## src/rtl/hazard_pkg.sv

```systemverilog
`default_nettype none
// ============================================================================
// Module   : hazard_pkg
// Brief    : Shared types and constants for the pipeline hazard controller.
// Revision : 1.0 - initial release
// ============================================================================
package hazard_pkg;

  // Register-address width of the RV64I register file.
  localparam int REG_AW = 5;

  // E-stage operand source select.
  typedef enum logic [1:0] {
    FWD_RF  = 2'b00,
    FWD_WB  = 2'b01,
    FWD_MEM = 2'b10
  } fwd_sel_e;

  // Sequencer states.
  typedef enum logic [1:0] {
    HZ_INIT     = 2'd0,
    HZ_RUN      = 2'd1,
    HZ_MEM_WAIT = 2'd2
  } hz_state_e;

endpackage
`default_nettype wire

```

## src/rtl/hazard_fwd_unit.sv

```systemverilog
`default_nettype none
// ============================================================================
// Module   : hazard_fwd_unit
// Brief    : Forward-select for one E-stage source operand. M beats W;
//            a write to x0 never forwards.
// Revision : 1.0 - initial release
// ============================================================================
module hazard_fwd_unit
  import hazard_pkg::*;
#(
  parameter int AW = hazard_pkg::REG_AW
) (
  input  logic [AW-1:0] rs_e,
  input  logic [AW-1:0] rd_m,
  input  logic [AW-1:0] rd_w,
  input  logic          reg_write_m,
  input  logic          reg_write_w,
  output logic [1:0]    sel
);

  fwd_sel_e sel_enum;

  // Pick the youngest in-flight producer of rs_e.
  always_comb begin
    sel_enum = FWD_RF;
    if (reg_write_m && (rd_m != '0) && (rd_m == rs_e)) begin
      sel_enum = FWD_MEM;
    end else if (reg_write_w && (rd_w != '0) && (rd_w == rs_e)) begin
      sel_enum = FWD_WB;
    end
  end

  assign sel = sel_enum;

endmodule
`default_nettype wire

```

## src/rtl/hazard_ctrl.sv

```systemverilog
`default_nettype none
// ============================================================================
// Module   : hazard_ctrl
// Brief    : Pipeline sequencer for the 5-stage core: stall/flush controls,
//            E-stage forward selects, data-memory freeze with timeout, and a
//            one-cycle flush after reset release.
//            Optional macro HAZARD_PERF_EN enables saturating perf counters;
//            without it the counter ports are tied to zero.
// Revision : 1.0 - initial release
// ============================================================================
module hazard_ctrl
  import hazard_pkg::*;
#(
  parameter int REG_AW  = hazard_pkg::REG_AW,
  parameter int TIMEOUT = 255,
  parameter int CNT_W   = 32
) (
  input  logic              clk,
  input  logic              rst_n,
  input  logic [REG_AW-1:0] Rs1D,
  input  logic [REG_AW-1:0] Rs2D,
  input  logic [REG_AW-1:0] Rs1E,
  input  logic [REG_AW-1:0] Rs2E,
  input  logic [REG_AW-1:0] RdE,
  input  logic [REG_AW-1:0] RdM,
  input  logic [REG_AW-1:0] RdW,
  input  logic              LoadE,
  input  logic              RegWriteM,
  input  logic              RegWriteW,
  input  logic              PCSrcE,
  input  logic              MemReqM,
  input  logic              MemReadyM,
  output logic              StallF,
  output logic              StallD,
  output logic              StallE,
  output logic              StallM,
  output logic              FlushD,
  output logic              FlushE,
  output logic              FlushW,
  output logic [1:0]        ForwardAE,
  output logic [1:0]        ForwardBE,
  output logic              MemErr,
  output logic [CNT_W-1:0]  StallCnt,
  output logic [CNT_W-1:0]  FlushCnt,
  output logic [CNT_W-1:0]  WaitCnt
);

  localparam logic [7:0] TIMEOUT_C = 8'(TIMEOUT);

  hz_state_e  state;
  hz_state_e  state_next;
  logic [7:0] wait_cnt;
  logic [7:0] wait_cnt_next;
  logic [7:0] wait_cnt_inc;
  logic       lw_stall;
  logic       freeze;
  logic       timeout_hit;
  logic [1:0] fwd_a;
  logic [1:0] fwd_b;

  logic stall_f, stall_d, stall_e, stall_m;
  logic flush_d, flush_e, flush_w, mem_err;

  hazard_fwd_unit #(.AW(REG_AW)) u_fwd_a (
    .rs_e        (Rs1E),
    .rd_m        (RdM),
    .rd_w        (RdW),
    .reg_write_m (RegWriteM),
    .reg_write_w (RegWriteW),
    .sel         (fwd_a)
  );

  hazard_fwd_unit #(.AW(REG_AW)) u_fwd_b (
    .rs_e        (Rs2E),
    .rd_m        (RdM),
    .rd_w        (RdW),
    .reg_write_m (RegWriteM),
    .reg_write_w (RegWriteW),
    .sel         (fwd_b)
  );

  assign lw_stall = LoadE && (RdE != '0) && ((RdE == Rs1D) || (RdE == Rs2D));

  // A freeze starts on an unready access in RUN and persists in MEM_WAIT
  // until memory reports ready.
  assign freeze = ((state == HZ_RUN) && MemReqM && !MemReadyM) ||
                  ((state == HZ_MEM_WAIT) && !MemReadyM);

  // wait_cnt holds the number of freeze cycles already completed.
  assign wait_cnt_inc = wait_cnt + 8'd1;
  assign timeout_hit  = freeze && (wait_cnt_inc == TIMEOUT_C);

  // State and wait-counter registers.
  always_ff @(posedge clk or negedge rst_n) begin
    if (!rst_n) begin
      state    <= HZ_INIT;
      wait_cnt <= 8'd0;
    end else begin
      state    <= state_next;
      wait_cnt <= wait_cnt_next;
    end
  end

  // Next-state: leave INIT after one cycle, enter/stay in MEM_WAIT while frozen.
  always_comb begin
    state_next    = state;
    wait_cnt_next = wait_cnt;
    case (state)
      HZ_INIT: begin
        state_next    = HZ_RUN;
        wait_cnt_next = 8'd0;
      end
      HZ_RUN, HZ_MEM_WAIT: begin
        if (freeze && !timeout_hit) begin
          state_next    = HZ_MEM_WAIT;
          wait_cnt_next = wait_cnt_inc;
        end else begin
          state_next    = HZ_RUN;
          wait_cnt_next = 8'd0;
        end
      end
      default: begin
        state_next    = HZ_INIT;
        wait_cnt_next = 8'd0;
      end
    endcase
  end

  // Control outputs: freeze beats redirect, redirect beats load-use.
  always_comb begin
    stall_f = 1'b0;
    stall_d = 1'b0;
    stall_e = 1'b0;
    stall_m = 1'b0;
    flush_d = 1'b0;
    flush_e = 1'b0;
    flush_w = 1'b0;
    mem_err = 1'b0;
    if (rst_n) begin
      case (state)
        HZ_INIT: begin
          flush_d = 1'b1;
          flush_e = 1'b1;
        end
        HZ_RUN, HZ_MEM_WAIT: begin
          if (freeze) begin
            stall_f = 1'b1;
            stall_d = 1'b1;
            stall_e = 1'b1;
            stall_m = 1'b1;
            flush_w = 1'b1;
            mem_err = timeout_hit;
          end else if (PCSrcE) begin
            flush_d = 1'b1;
            flush_e = 1'b1;
          end else if (lw_stall) begin
            stall_f = 1'b1;
            stall_d = 1'b1;
            flush_e = 1'b1;
          end
        end
        default: begin
          stall_f = 1'b0;
        end
      endcase
    end
  end

  assign StallF    = stall_f;
  assign StallD    = stall_d;
  assign StallE    = stall_e;
  assign StallM    = stall_m;
  assign FlushD    = flush_d;
  assign FlushE    = flush_e;
  assign FlushW    = flush_w;
  assign MemErr    = mem_err;
  assign ForwardAE = rst_n ? fwd_a : 2'b00;
  assign ForwardBE = rst_n ? fwd_b : 2'b00;

`ifdef HAZARD_PERF_EN
  logic [CNT_W-1:0] stall_cnt;
  logic [CNT_W-1:0] flush_cnt;
  logic [CNT_W-1:0] wait_cyc_cnt;

  // Saturating event counters.
  always_ff @(posedge clk or negedge rst_n) begin
    if (!rst_n) begin
      stall_cnt    <= '0;
      flush_cnt    <= '0;
      wait_cyc_cnt <= '0;
    end else begin
      if ((stall_f || stall_d || stall_e || stall_m) && (stall_cnt != '1)) begin
        stall_cnt <= stall_cnt + CNT_W'(1);
      end
      if ((flush_d || flush_e) && (flush_cnt != '1)) begin
        flush_cnt <= flush_cnt + CNT_W'(1);
      end
      if ((state == HZ_MEM_WAIT) && (wait_cyc_cnt != '1)) begin
        wait_cyc_cnt <= wait_cyc_cnt + CNT_W'(1);
      end
    end
  end

  assign StallCnt = stall_cnt;
  assign FlushCnt = flush_cnt;
  assign WaitCnt  = wait_cyc_cnt;
`else
  assign StallCnt = '0;
  assign FlushCnt = '0;
  assign WaitCnt  = '0;
`endif

endmodule
`default_nettype wire

```

## config.mk

```make
export PLATFORM = sky130hd
export DESIGN_NAME = hazard_ctrl
export DESIGN_NICKNAME = d
export VERILOG_FILES = /design/src/rtl/hazard_pkg.sv /design/src/rtl/hazard_fwd_unit.sv /design/src/rtl/hazard_ctrl.sv
export SDC_FILE = /design/constraint.sdc
export NUM_CORES = 1
export LEC_CHECK = 0
export CAP_MARGIN = 20
export CORE_MARGIN = 5
export CORE_UTILIZATION = 36
export CTS_BUF_LIST = sky130_fd_sc_hd__clkbuf_2 sky130_fd_sc_hd__clkbuf_4 sky130_fd_sc_hd__clkbuf_8
export CTS_CLUSTER_DIAMETER = 120
export DETAILED_ROUTE_END_ITERATION = 7
export GPL_ROUTABILITY_DRIVEN = 0
export PLACE_DENSITY = 0.95
export SETUP_SLACK_MARGIN = 0.2
export SYNTH_ARGS = -nofsm -noshare
export SYNTH_HDL_FRONTEND = slang
export SYNTH_SLANG_ARGS = --single-unit
```

## constraint.sdc

```tcl
create_clock -name clk -period 3 [get_ports clk]
set_input_delay 0.3 -clock clk [delete_from_list [all_inputs] [get_ports clk]]
set_output_delay 0.3 -clock clk [all_outputs]
set_load 0.1 [all_outputs]
```

==> run_results.csv, run 1 <==
group,metric,value,unit
outcome,outcome,"complete, no violations",
synth,synth_area,0.00182,mm2
drt,route.vias.total,1373,
die,die_area,0.00656,mm2
synth,ys_warn_count,0,
worst_hold_path,min_path_type,"input port to asynchronous set/reset pin",
global_routing,grt_pass1_wl,6.02,mm
sta,worstMarginPinSlew,0.609,ns
worst_setup_path,rrSetupSlack,1.06,ns
clock_tree,clk_pin_slew,0.04,ns
clock_tree,post_cts_buffers,0,
global_routing,grt_max_degree,9,
drt,firstDrtPassIters,4,
worst_setup_path,cp.required,2.70,ns
place,dp_slack,0.556,ns
place,port_buffers,54,
clock_tree,hold_buffers,0,
finish,syn_to_final_growth,24.1,%
place,hpwl,3.81,mm
finish,mostFrequentLayoutCells,"conb_1, clkdlybuf4s50_1, xor2_1",
drt,drc,0,
drt,routed_wl,4.17,mm
die,die_h,81.0,um
die,rows,25,
sta,fin_crit,2.45,ns
finish,final_common_cell,"conb_1",
synth,synth_cells,226,
synth,synth.avg_cell_area,8.03,um2
finish,diodes,0,
global_routing,grt_use_total,11.6,%
power_and_ir_drop,vdd_drop_max,0.281,mV
finish,nets,331,
drt,drt-wirelength-per-cell,12.0,um
sta,relSlewSlack,59.0,%
sta,hold_viol,0,
clock_tree,cts_tree,"done",
worst_setup_path,startpoint,"RdM[1]",
drt,drt.antenna.violating_nets,0,
clock_tree,cts_buffer_depth,2,
synth,yosysTopAreaCell,"buf_4",
sta,final.period_utilization,81.6,%
synth,synth-seq-cells,10,
drt,vias_per_cell,3.96,
synth,ys_seq_area_share,13.8,%
worst_setup_path,crit_type,"input port to output port",
power_and_ir_drop,leakage,1.06,nW
worst_setup_path,cp.arrival,2.15,ns
global_routing,antenna_found_initial,0,
die,ios,151,
worst_setup_path,start_kind,"input port",
clock_tree,clk-insertion-delay-late,0.24,ns
global_routing,grt_remaining_overflow,0,
drt,drtIter0Drc,85,
global_routing,first_global_vias,1321,
clock_tree,clock-sinks,10,
power_and_ir_drop,power.density,584,mW/mm2
worst_setup_path,end_kind,"output port",
sta,rsz0062_at_grt,"no",
clock_tree,cts_buffers,3,
die,core,0.00482,mm2
clock_tree,cts_resized,0,
die,initial_core_util,37.7,%
sta,setup-violations-final,0,
die,die_w,81.0,um
clock_tree,cts_root_buffer,"clkbuf_8",
worst_setup_path,r2r_start,"wait_cnt[0]$_DFF_PN0_",
sta,fmax,0.408,GHz
sta,slew_viol_final,0,
place,post-place-cells,344,
worst_setup_path,r2r.worst_path.cells,6,
synth,synth.top_cells.by_area,"buf_4, dfrtp_1, xor2_1",
clock_tree,htree_num_levels,1,
worst_setup_path,timing.rr.end,"wait_cnt[3]$_DFF_PN0_",
sta,worst_slack,0.551,ns
finish,final_util,46.8,%
finish,final_cells,347,
finish,layout-drive-gt1-share,8.93,%
sta,clock_skew,0.00209,ns
run,max_cap_violations,0,
worst_setup_path,crit_fanout,3,
synth,synth_cell_types,36,
synth,synth.top_cell.area_share,40.9,%
==> cells in the mapped netlist, drive strengths merged <==
cell / instances
buf: 100
xor2: 23
xnor2: 13
nor2: 12
dfrtp: 10
nand3: 8
inv: 7
ha: 6
o21ai: 6
nand2: 5
and2: 4
nor4: 4
or4: 4
nand4: 3
nor3: 3
a21oi: 2
and3: 2
a21boi: 1
a21o: 1
a311oi: 1
a31oi: 1
a41o: 1
and3b: 1
and4b: 1
conb: 1
mux2: 1
nand2b: 1
nand4b: 1
nor2b: 1
o211ai: 1
o32ai: 1
==> critical path: stages <==
cell,delay (ns)
clkdlybuf4s50_1,0.57
xnor2_1,0.16
nand3_1,0.09
nor4_1,0.56
and2_2,0.28
buf_12,0.18
==> power by group <==
part	internal (mW)	leakage (nW)	switching, mW
sequential	0.150	0.136	0.0158
clock	0.0876	0.0216	0.0492
combinational	0.199	0.899	0.813
==> cell type report <==
class | instances | area (um2)
timing repair buffer | 56 | 676
multi-input combinational | 204 | 1170
fill | 455 | 2560
sequential | 10 | 250
tap | 67 | 83.8
inverter | 7 | 26.3
clock buffer | 3 | 41.3
==> metal layers <==
| layer | track usage (%) | share of wire [%] |
|---|---|---|
| met1 | 12.5 | 32 |
| met2 | 22.5 | 58 |
| met3 | 2.99 | 8.6 |
| met4 | 2.53 | 0.96 |
| met5 | 0 | 0 |
==> state kept, by name, indices dropped and copies added (netlist names) <==
name,flops
wait_cnt,8
state,2
==> cells by family after synthesis <==
logic type / count (synthesis) / synth area share (%)
AOI/OAI and AO/OA: 15 / 5.51
xor gates and xnor gates: 36 / 17.4
adders and majority gates: 6 / 4.13
buffers and inverters: 107 / 42.7
DFF: 10 / 13.8
muxes: 1 / 0.620
other: 1 / 0.207
and+or+nand+nor: 50 / 15.7
==> metrics by stage <==
| step | power (mW) | hold slack (ns) | area [um2] | setup TNS [ns] |
|---|---|---|---|---|
| 6_report | 1.31 | 0.481 | 2250 | 0 |
| 5_1_grt | 1.37 | 0.497 | 2250 | 0 |
| 4_1_cts | 1.32 | 0.479 | 2250 | 0 |
| 3_5_place_dp | 1.18 | 0.530 | 2210 | 0 |
| 3_3_place_gp | 1.16 | 0.526 | 2210 | 0 |
| 2_1_floorplan | 1.08 | 0.00441 | 2200 | -0.221 |
==> worst max-delay path by stage <==
| stage | end | slack, ns | cells after the start |
|---|---|---|---|
| after detailed placement | ForwardBE[1] | 0.56 | 6 |
| after CTS | ForwardBE[1] | 0.55 | 6 |
| after global routing | StallD | 0.41 | 7 |
| final | ForwardBE[1] | 0.55 | 6 |
| after global placement | ForwardBE[0] | 0.59 | 6 |
| after floorplan | StallF | -0.22 | 7 |
Power figures use the tool's default switching activity.
==> run 2: changes to the inputs <==
Settings changed: CORE_UTILIZATION 36 to 34, PLACE_DENSITY 0.95 to 0.94.
Clock period 3 ns to 2.45 ns, I/O delays scaled along.
==> run 2 against run 1 <==
Design area increased by 4.2%. Sequential cell count stayed put. Critical path depth rose by 1. Clock power grew 18%. Sequential power is 22% higher. Setup slack lost 0.30 ns. Cell count increased by 1.7%. Total power up 24%. Clock-buffer cell count is the same. Routed wire length is 6.3% lower. Clock skew fell by 0.00079 ns. Core utilization is 1.1 points lower. Critical path type is now flip-flop to output port.
==> run_results.csv, run 2 (synthesis results as in run 1) <==
group,metric,value,unit
drt,drtIter0Drc,10,
sta,fin_crit,2.20,ns
sta,fmax,0.455,GHz
finish,nets,334,
worst_setup_path,cp.required,2.20,ns
power_and_ir_drop,power.density,695,mW/mm2
finish,largest-register,"wait_cnt",
worst_setup_path,end_kind,"output port",
place,hpwl,3.58,mm
drt,drt.antenna.violating_nets,0,
finish,diodes,0,
die,initial_core_util,35.3,%
finish,layout-drive-gt1-share,14.5,%
die,die_h,83.1,um
worst_setup_path,crit_fanout,6,
global_routing,first_global_vias,1361,
clock_tree,clock-sinks,10,
die,core,0.00514,mm2
global_routing,grt_use_total,10.4,%
global_routing,grt_remaining_overflow,0,
drt,vias_per_cell,3.88,
drt,route.vias.total,1371,
clock_tree,cts_root_buffer,"clkbuf_8",
drt,routed_wl,3.91,mm
sta,setup-violations-final,0,
finish,final_common_cell,"conb_1",
die,die_w,83.1,um
die,rows,26,
finish,syn_to_final_growth,29.3,%
clock_tree,clk-insertion-delay-late,0.23,ns
clock_tree,cts_tree,"done",
global_routing,grt_max_degree,15,
power_and_ir_drop,leakage,1.07,nW
die,die_area,0.00690,mm2
finish,fillerInstances,492,
worst_setup_path,start_kind,"flip-flop",
worst_setup_path,crit_type,"flip-flop to output port",
drt,drt-wirelength-per-cell,11.1,um
die,ios,151,
worst_setup_path,crit_path_max_incr_delay,0.41,ns
sta,clock_skew,0.00130,ns
sta,setup_tns,0,ns
clock_tree,cts_buffers,3,
finish,mostFrequentLayoutCells,"conb_1, clkdlybuf4s50_1, xor2_1",
finish,reg_top3,"wait_cnt (8), state (2)",
sta,hold_viol,0,
finish,largest_reg_flops,8,
worst_setup_path,worstPathCellList,"ha_2 > and2_1 > nand4b_1 > a21oi_2 > nand4_1 > nor2_4 > buf_12",
place,port_buffers,54,
sta,final.period_utilization,89.7,%
clock_tree,cts_buffer_depth,2,
clock_tree,htree_num_levels,1,
global_routing,antenna_found_initial,0,
outcome,outcome,"complete, no violations",
worst_setup_path,worst_path_max_delay_cell,"dfrtp_1",
place,dp_slack,0.00356,ns
sta,slew_viol_final,0,
worst_hold_path,min_path_type,"flip-flop to flip-flop",
global_routing,grt_pass1_wl,6.07,mm
run,max_cap_violations,0,
drt,firstDrtPassIters,4,
sta,worst_slack,0.253,ns
sta,rsz0062_at_grt,"yes",
power_and_ir_drop,vdd_drop_max,0.457,mV
clock_tree,hold_buffers,0,
finish,final-seq-area,251,um2
clock_tree,clk_pin_slew,0.04,ns
drt,drc,0,
worst_setup_path,cp.arrival,1.95,ns
finish,multi_input_area,0.00125,mm2
-- run 2: final cells by class --
class	count	area share (%)
multi-input cells	204	53.1
repair buffers	59	29.4
clock buffers	3	1.76
well taps	70	3.73
inverters	7	1.28
flip-flops and latches	10	10.7
-- run 2: where the power goes --
part	switching (mW)	total, mW	internal [mW]	leakage [nW]
logic	1.01	1.27	0.256	0.915
clock network	0.0549	0.162	0.107	0.0216
registers	0.0178	0.202	0.184	0.134
-- run 2: critical path: cells and delay by family (launching register included) --
family	cells	cell delay (ns)
compound gates	1	0.21
fa+ha+maj	1	0.24
buf+inv	1	0.18
flops	1	0.41
simple gates	4	0.68
-- run 2: worst paths after layout --
path                                       start                    end  slack (ns)  cells after the start
min in group asynchronous                  rst_n  wait_cnt[5]$_DFF_PN0_        0.56                      3
setup reg to reg           wait_cnt[1]$_DFF_PN0_     state[0]$_DFF_PN0_        0.50                      7
hold reg to reg            wait_cnt[0]$_DFF_PN0_  wait_cnt[0]$_DFF_PN0_        0.50                      1
setup / recovery           wait_cnt[1]$_DFF_PN0_                 MemErr        0.25                      7
max in group asynchronous                  rst_n  wait_cnt[0]$_DFF_PN0_        1.71                      3
hold / removal             wait_cnt[0]$_DFF_PN0_  wait_cnt[0]$_DFF_PN0_        0.50                      1
-- run 2: timing repair --
action | CTS | global route
gates resized for setup | 8 | 7
setup endpoints to repair | 5 | 4
pin swaps | 3 | 3
buffers inserted | 2 | 0
-- run 2: metrics by stage --
step | instance area, um2 | utilization, % | cells | power, mW | hold WS (ns)
3_3_place_gp | 2270 | 44.1 | 348 | 1.45 | 0.523
6_report | 2350 | 45.7 | 353 | 1.63 | 0.501
4_1_cts | 2330 | 45.4 | 353 | 1.63 | 0.544
2_1_floorplan | 2260 | - | 321 | 1.35 | -0.0506
3_5_place_dp | 2270 | 44.1 | 348 | 1.46 | 0.537
5_1_grt | 2350 | 45.7 | 353 | 1.70 | 0.535
-- run 2: routing by layer --
layer  wire length (um)  global-route usage (%)
met5                  0                       0
met2               2120                    20.8
met4                 67                    2.82
met3                441                    3.37
met1               1280                    9.83
==> run 3: changes to the inputs <==
Settings changed: CORE_UTILIZATION 34 to 30, PLACE_DENSITY 0.94 to 0.89.
Clock period 2.45 ns to 2 ns, I/O delays scaled along.
==> run 3 against run 2 <==
The flow now finishes with violations (setup timing). Non-clock buffer count increased by 22. Sequential share of layout area fell by 1.5 points. Worst hold slack improved by 0.12 ns. Total power increased by 46%. Clock-buffer cell count stayed put. Setup slack worse by 0.37 ns. Global-route usage rose by 0.95 points. Die area grew 12%. Largest cell class unchanged. Largest power group unchanged. Highest routed layer unchanged.
==> run_results.csv, run 3 (synthesis results as in run 1) <==
group,metric,value,unit
die,rows,28,
clock_tree,htree_num_levels,1,
drt,drt.antenna.violating_nets,0,
die,die_area,0.00771,mm2
clock_tree,cts_tree,"done",
sta,hold_viol,0,
finish,multi_input_area,0.00143,mm2
worst_setup_path,crit_fanout,4,
global_routing,grt_remaining_overflow,0,
drt,vias_per_cell,3.89,
place,post-place-cells,360,
worst_setup_path,crit_type,"flip-flop to output port",
power_and_ir_drop,leakage,1.29,nW
worst_setup_path,end_kind,"output port",
sta,rsz0062_at_grt,"yes",
drt,drc,0,
power_and_ir_drop,p_total,2.38,mW
drt,routed_wl,4.81,mm
finish,nets,356,
finish,layout-drive-gt1-share,31.8,%
worst_setup_path,worst_path_max_delay_cell,"dfrtp_1",
finish,syn_to_final_growth,49.6,%
finish,diodes,0,
worst_setup_path,cp.arrival,1.92,ns
clock_tree,cts_buffer_depth,2,
place,hpwl,3.74,mm
drt,drt-wirelength-per-cell,12.7,um
finish,largest-register,"wait_cnt",
clock_tree,cts_buffers,3,
worst_setup_path,worstPathCellList,"inv_1 > ha_2 > and4b_1 > o21ai_2 > a21oi_2 > nand4_1 > nor2_4 > buf_12",
finish,final_cells,380,
place,port_buffers,54,
sta,setup-violations-final,2,
worst_setup_path,cp.buffers_inverters,2,
die,die_h,87.8,um
worst_setup_path,start_kind,"flip-flop",
sta,fin_crit,2.12,ns
global_routing,antenna_found_initial,0,
sta,final.period_utilization,106,%
finish,largest_reg_flops,8,
worst_setup_path,cp.required,1.80,ns
sta,timing.hold.ws,0.620,ns
outcome,violations,"setup timing",
clock_tree,clk_pin_slew,0.04,ns
clock_tree,cts_root_buffer,"clkbuf_8",
die,ios,151,
finish,fillerInstances,569,
worst_setup_path,crit_path_max_incr_delay,0.42,ns
run,max_cap_violations,0,
drt,route.vias.total,1478,
place,dp_slack,-0.242,ns
outcome,outcome,"complete, but fails checks",
finish,mostFrequentLayoutCells,"conb_1, xor2_1, buf_4",
die,core,0.00589,mm2
worst_setup_path,cpLargestDelayFamily,"simple AND/OR/NAND/NOR gates",
power_and_ir_drop,vdd_drop_max,0.781,mV
die,die_w,87.8,um
finish,reg_top3,"wait_cnt (8), state (2)",
sta,worst_slack,-0.120,ns
global_routing,first_global_vias,1523,
sta,slew_viol_final,0,
global_routing,grt_max_degree,16,
global_routing,grt_use_total,11.3,%
drt,drtIter0Drc,46,
sta,clock_skew,0.00188,ns
drt,firstDrtPassIters,5,
clock_tree,clk-insertion-delay-late,0.23,ns
finish,final_common_cell,"conb_1",
die,initial_core_util,30.8,%
power_and_ir_drop,power.density,877,mW/mm2
clock_tree,clock-sinks,10,
sta,fmax,0.472,GHz
global_routing,grt_pass1_wl,6.78,mm
worst_hold_path,min_path_type,"flip-flop to flip-flop",
finish,final-seq-area,250,um2
[run 3: power by group]
| group | leakage (nW) | internal [mW] | switching [mW] |
|---|---|---|---|
| Combinational | 1.13 | 0.543 | 1.39 |
| Clock | 0.0216 | 0.131 | 0.0714 |
| Sequential | 0.136 | 0.225 | 0.0237 |
| Total | 1.29 | 0.899 | 1.48 |
[run 3: worst register-to-register path: stages, from the launching register on]
cell and delay, ns:
dfrtp_1 0.42, inv_1 0.09, ha_2 0.18, and4b_1 0.22
o21ai_2 0.07, a21oi_2 0.18, buf_4 0.13, buf_4 0.09
buf_4 0.10, a41o_2 0.28, nor2_1 0.07
[run 3: what timing repair did]
item / 4_1_cts / 5_1_grt
hold buffers: 0 / 1
resized for setup: 71 / 51
pin swaps: 24 / 25
hold endpoints to repair: 0 / 10
setup endpoints to repair: 21 / 21
buffers inserted: 12 / 4
gates cloned: 0 / 0
[run 3: layout make-up]
| class | count | share of cell area (%) |
|---|---|---|
| inverters | 7 | 1.11 |
| multi-input cells | 204 | 52.6 |
| clock buffers | 3 | 1.52 |
| repair buffers | 81 | 32.1 |
| flip-flops and latches | 10 | 9.22 |
| well taps | 75 | 3.46 |
[run 3: path summary, 6_finish.rpt]
check / slack (ns) / cells past startpoint / endpoint / startpoint
setup reg to reg: 0.06 / 10 / wait_cnt[4]$_DFF_PN0_ / wait_cnt[0]$_DFF_PN0_
max in group asynchronous: 0.98 / 3 / wait_cnt[6]$_DFF_PN0_ / rst_n
hold / removal: 0.62 / 2 / wait_cnt[3]$_DFF_PN0_ / wait_cnt[3]$_DFF_PN0_
setup / recovery: -0.12 / 8 / MemErr / wait_cnt[0]$_DFF_PN0_
hold reg to reg: 0.62 / 2 / wait_cnt[3]$_DFF_PN0_ / wait_cnt[3]$_DFF_PN0_
min in group asynchronous: 0.71 / 3 / wait_cnt[5]$_DFF_PN0_ / rst_n
[run 3: layer usage]
layer  share of wire [%]  up-vias  wire length [um]  GRT usage, %
met5                   0        -                 0             0
li1                    -      704                 -             -
met3                 8.0        8               387          1.69
met4                 2.5        0               119          5.86
met1                  34      682              1650          10.9
met2                  55       84              2650          22.7
[run 3: through the flow]
stage                     instance area (um2)  util [%]  setup TNS, ns
after global placement                   2370      40.3         -0.824
after global routing                     2720      46.1         -0.490
final                                    2720      46.1         -0.134
after detailed placement                 2370      40.3          -1.11
after floorplan                          2330         -         -0.553
after CTS                                2600      44.2        -0.0598
